[config.mk]
export PLATFORM = sky130hd
export DESIGN_NAME = note_to_cnt
export DESIGN_NICKNAME = d
export VERILOG_FILES = /design/src/rtl/note_to_cnt_pkg.sv /design/src/rtl/note_to_cnt_split.sv /design/src/rtl/note_to_cnt.sv
export SDC_FILE = /design/constraint.sdc
export NUM_CORES = 1
export LEC_CHECK = 0
export BUFFER_PORTS_ARGS = -buffer_cell sky130_fd_sc_hd__buf_2
export CAP_MARGIN = 20
export CORE_UTILIZATION = 50
export CTS_CLUSTER_SIZE = 28
export DETAILED_ROUTE_END_ITERATION = 6
export PLACE_DENSITY = 0.67
export SYNTH_ARGS = -nofsm -noshare
export SYNTH_HDL_FRONTEND = slang
export SYNTH_SLANG_ARGS = --single-unit
[constraint.sdc]
create_clock -name clk_i -period 20.7 [get_ports clk_i]
set_input_delay 1.035 -clock clk_i [delete_from_list [all_inputs] [get_ports clk_i]]
set_output_delay 1.035 -clock clk_i [all_outputs]
set_load 0.03 [all_outputs]
[src/rtl/note_to_cnt_pkg.sv]
// Shared constants for the MIDI note to half-period count converter.
package note2cnt_pkg;

  // Nominal system clock. Every BASE entry below assumes this frequency.
  localparam int unsigned CLK_HZ        = 1_000_000;
  localparam int unsigned NOTES_PER_OCT = 12;
  localparam int unsigned MAX_OCT       = 10;

  // Half-period counts for octave -1 (notes 0..11), round(1e6 / (2*f)).
  localparam logic [15:0] BASE [12] = '{
    16'd61156, 16'd57723, 16'd54484, 16'd51426,
    16'd48540, 16'd45815, 16'd43244, 16'd40817,
    16'd38526, 16'd36364, 16'd34323, 16'd32396
  };

  // Table lookup. Semitone codes 12..15 cannot come out of the note splitter;
  // they map to 0, which reads downstream as silence.
  function automatic logic [15:0] base_lookup(input logic [3:0] semi);
    logic [15:0] val;
    case (semi)
      4'd0:    val = BASE[0];
      4'd1:    val = BASE[1];
      4'd2:    val = BASE[2];
      4'd3:    val = BASE[3];
      4'd4:    val = BASE[4];
      4'd5:    val = BASE[5];
      4'd6:    val = BASE[6];
      4'd7:    val = BASE[7];
      4'd8:    val = BASE[8];
      4'd9:    val = BASE[9];
      4'd10:   val = BASE[10];
      4'd11:   val = BASE[11];
      default: val = 16'd0;
    endcase
    return val;
  endfunction

endpackage

[src/rtl/note_to_cnt_split.sv]
// Splits a 7-bit note number into octave (note / 12) and semitone (note % 12)
// with a fixed chain of compare/subtract steps instead of a divider.
module note_split
  import note2cnt_pkg::*;
(
  input  logic [6:0] note_i,
  output logic [3:0] oct_o,
  output logic [3:0] semi_o
);

  logic [6:0] rem_s;
  logic [3:0] oct_s;

  // Ten conditional subtractions of 12 are enough for 127 (= 10*12 + 7).
  always_comb begin
    rem_s = note_i;
    oct_s = 4'd0;
    for (int i = 0; i < int'(MAX_OCT); i++) begin
      if (rem_s >= 7'(NOTES_PER_OCT)) begin
        rem_s = rem_s - 7'(NOTES_PER_OCT);
        oct_s = oct_s + 4'd1;
      end else begin
        rem_s = rem_s;
        oct_s = oct_s;
      end
    end
  end

  assign oct_o  = oct_s;
  assign semi_o = rem_s[3:0];

endmodule

[src/rtl/note_to_cnt.sv]
// MIDI note number to tone-generator half-period count (clk_i cycles) at 1 MHz.
// Path: split -> BASE lookup -> rounding right shift -> rest mux -> register.
module note_to_cnt
  import note2cnt_pkg::*;
#(
  parameter int BW = 16
) (
  input  logic          clk_i,
  input  logic          nrst_i,   // synchronous, active-high
  input  logic [7:0]    note_i,
  output logic [BW-1:0] halfCntPeriod_o
);

  logic [3:0]    oct_s;
  logic [3:0]    semi_s;
  logic [15:0]   base_s;
  logic [16:0]   sum_s;
  logic [16:0]   shifted_s;
  logic [15:0]   cnt_s;
  logic [BW-1:0] cnt_d;
  logic [BW-1:0] cnt_q;

  note_split u_split (
    .note_i (note_i[6:0]),
    .oct_o  (oct_s),
    .semi_o (semi_s)
  );

  assign base_s = base_lookup(semi_s);

  // Round-to-nearest octave shift; the 17-bit sum keeps the carry of the
  // rounding half-LSB when the base is close to 65535.
  always_comb begin
    sum_s     = {1'b0, base_s};
    shifted_s = sum_s;
    if (oct_s != 4'd0) begin
      sum_s     = {1'b0, base_s} + (17'd1 << (oct_s - 4'd1));
      shifted_s = sum_s >> oct_s;
    end else begin
      sum_s     = {1'b0, base_s};
      shifted_s = sum_s;
    end
  end

  // Bit 7 marks a rest: force silence, otherwise pass the shifted count.
  always_comb begin
    cnt_s = 16'd0;
    if (note_i[7]) begin
      cnt_s = 16'd0;
    end else begin
      cnt_s = shifted_s[15:0];
    end
  end

  assign cnt_d = BW'(cnt_s);

  // Output register; reset wins over any note.
  always_ff @(posedge clk_i) begin
    if (nrst_i) begin
      cnt_q <= '0;
    end else begin
      cnt_q <= cnt_d;
    end
  end

  assign halfCntPeriod_o = cnt_q;

endmodule

==> results.py <==
metrics = {
    "grt": {
        "gr-usage-all-layers_pct": 25.5,
        "grt_first_pass_wirelength_um": 21600,
        "gr-total-overflow": 0,
        "grt.busiest_layer": "met2",
        "grtUsageMet3_pct": 2.42,
        "grtUsageMet1_pct": 38.4,
        "grt_pass1_vias": 4532,
        "use_met2_pct": 40.4,
        "grt_max_degree": 24,
        "antenna_found_initial": 0,
    },
    "cells_and_area": {
        "layout-drive-gt1-share_pct": 12.5,
        "fillCellCount": 890,
        "antenna_cells": 0,
        "largest_reg_flops": 16,
        "fin_nets": 702,
        "final_common_cell": "nor2_1",
        "area_growth_pct": 5.05,
        "mostFrequentLayoutCells": "nor2_1, nand2_1, mux2i_1",
    },
    "placed_design": {
        "dpl.hpwl_um": 10500,
        "gp_congestion": 0.943,
        "portBuffers": 25,
    },
    "clock_tree": {
        "clkTransAtPathRegs_ps": 60,
        "h-tree-depth": 1,
        "cts_setup_buffers": 0,
        "numCtsBuffers": 3,
        "hold_buffers": 0,
        "cts_max_path_buffers": 2,
        "cts_tree": "yes",
        "cts_root_buf": "clkbuf_8",
        "cts_sinks": 16,
        "cts_resized": 0,
    },
    "logic_synthesis": {
        "synth_seq_cells": 16,
        "synthSimpleGateAreaFrac_pct": 23.6,
        "synth_compound_area_share_pct": 29.3,
        "ys_warn_count": 0,
        "netlist_instances": 637,
        "avgSynthCellArea_um2": 7.73,
        "synth.distinct_cells": 99,
        "syn-cell-area_um2": 4930,
        "synth_edf_count": 0,
        "synth_fa_ha_area_share_pct": 10.6,
        "yosys.area_share.xor_xnor_pct": 8.38,
        "ys.flop_type": "dfxtp_1",
        "synthMuxAreaShare_pct": 15.7,
        "seq_area_frac_synth_pct": 6.50,
        "synth_top_family_by_area": "compound AO/OA/AOI/OAI gates",
        "syn_nets": 688,
        "async_flop_share_pct": 0,
    },
    "route": {
        "vias_per_cell": 6.41,
        "wl_per_cell_um": 16.5,
        "drtAntennaViolNets": 0,
        "drt_iter0_markers": 446,
        "drc": 0,
        "wl_um": 12800,
        "first_pass_iters": 7,
        "vias": 4995,
    },
    "sta": {
        "rsz0062_at_grt": "false",
        "max_freq_mhz": 52.1,
        "timing.slew.headroom_pct": 47.2,
        "final_max_slew_viol_count": 0,
        "holdWs_ps": 1130,
        "fin_setup_tns_ps": 0,
        "hold_viol": 0,
        "setup_viol": 0,
        "period_minus_slack_ps": 19210,
        "worst_pin_slew_ps": 788,
        "post-route-period-util_pct": 92.8,
    },
    "die": {
        "die_y_um": 101,
        "rows": 35,
        "die_x_um": 101,
        "dieArea_um2": 10300,
        "start_util_pct": 52.6,
        "coreArea_um2": 9370,
        "ios": 26,
    },
    "critical_path": {
        "slowest_stage": "xnor3_1",
        "required_ps": 20840,
        "crit_arrival_ps": 19340,
        "cp-start-kind": "primary input",
        "end_kind": "flop",
        "cpMostUsedCell": "ha_1",
        "crit_type": "primary input to flop",
        "path_max_fanout": 15,
        "critPathMaxStageDelay_ps": 730,
    },
    "worst_hold_path": {
        "min_path_type": "primary input to flop",
    },
    "flow_run": {
        "max_cap_viol_count": 0,
    },
    "status": {
        "status": "complete, no violations",
    },
}
## path summary, 6_finish.rpt
path                  startpoint                 end  slack, ps  cells past startpoint
worst max-delay path   note_i[2]  halfCntPeriod_o[2]       1490                     78
worst min-delay path      nrst_i  halfCntPeriod_o[1]       1130                      4
## per-stage QoR
stage	std cells	worst slack, ps	utilization, %	cell area, um2
detailed placement	775	1490	54.6	5120
global route	779	44.5	55.2	5170
finish	779	1490	55.2	5170
CTS	779	1720	55.2	5170
floorplan	637	3790	-	4930
global placement	775	2090	54.6	5120
## metal layers
layer  up-vias  routed length (um)
met2       175                5520
met4         0                  87
li1       2454                   -
met1      2356                6430
met5         -                   0
met3        10                 801
## kinds of logic (layout without fill, tap and decap cells)
group,count (synthesis),count (layout)
muxes,71,71
xor gates and xnor gates,41,41
and+or+nand+nor,214,214
buffers and inverters,61,74
DFF,16,16
AOI/OAI and AO/OA,193,193
adders and majority gates,41,41
## area by class of cell
type	instances	area (um2)	area share (%)
Inverter	39	146	2.83
Timing Repair Buffer	31	170	3.29
Sequential cell	16	320	6.19
Clock buffer	4	55.1	1.06
Tap cell	129	161	3.12
Multi-Input combinational cell	560	4320	83.5
## worst max-delay path, delay by kind of cell
family | cells | cell delay, ps
AND/OR/NAND/NOR | 23 | 4670
multiplexers | 7 | 1930
AO/OA/AOI/OAI | 29 | 6760
XOR/XNOR | 2 | 860
buffers and inverters | 5 | 650
adder cells (fa/ha/maj) | 12 | 3440
## synthesized netlist by cell type (5+ instances only)
cell type   n  share of area, %
a211oi_1    8               1.2
a21o_1     14               2.1
a21oi_1    29               2.9
a221o_1     6               1.2
a31oi_1     8               1.0
and2_1     14               1.8
and3_1      6              0.76
buf_2       5              0.51
buf_6       6               1.4
clkbuf_1    7              0.53
dfxtp_1    16               6.5
ha_1       40                10
inv_1      38               2.9
mux2_2     12               2.7
mux2i_1    51                10
nand2_1    53               4.0
nand2b_1    5              0.64
nand3_1    20               2.0
nand4_1     5              0.64
nor2_1     54               4.1
nor3_1     12               1.2
o211ai_1    9               1.4
o21ai_0    23               2.3
o21bai_1   13               2.0
o22ai_1     9               1.1
xnor2_1    34               6.0
Power is not shown: default switching activity piles up to over one toggle a cycle in this logic, so the estimate is an artifact.
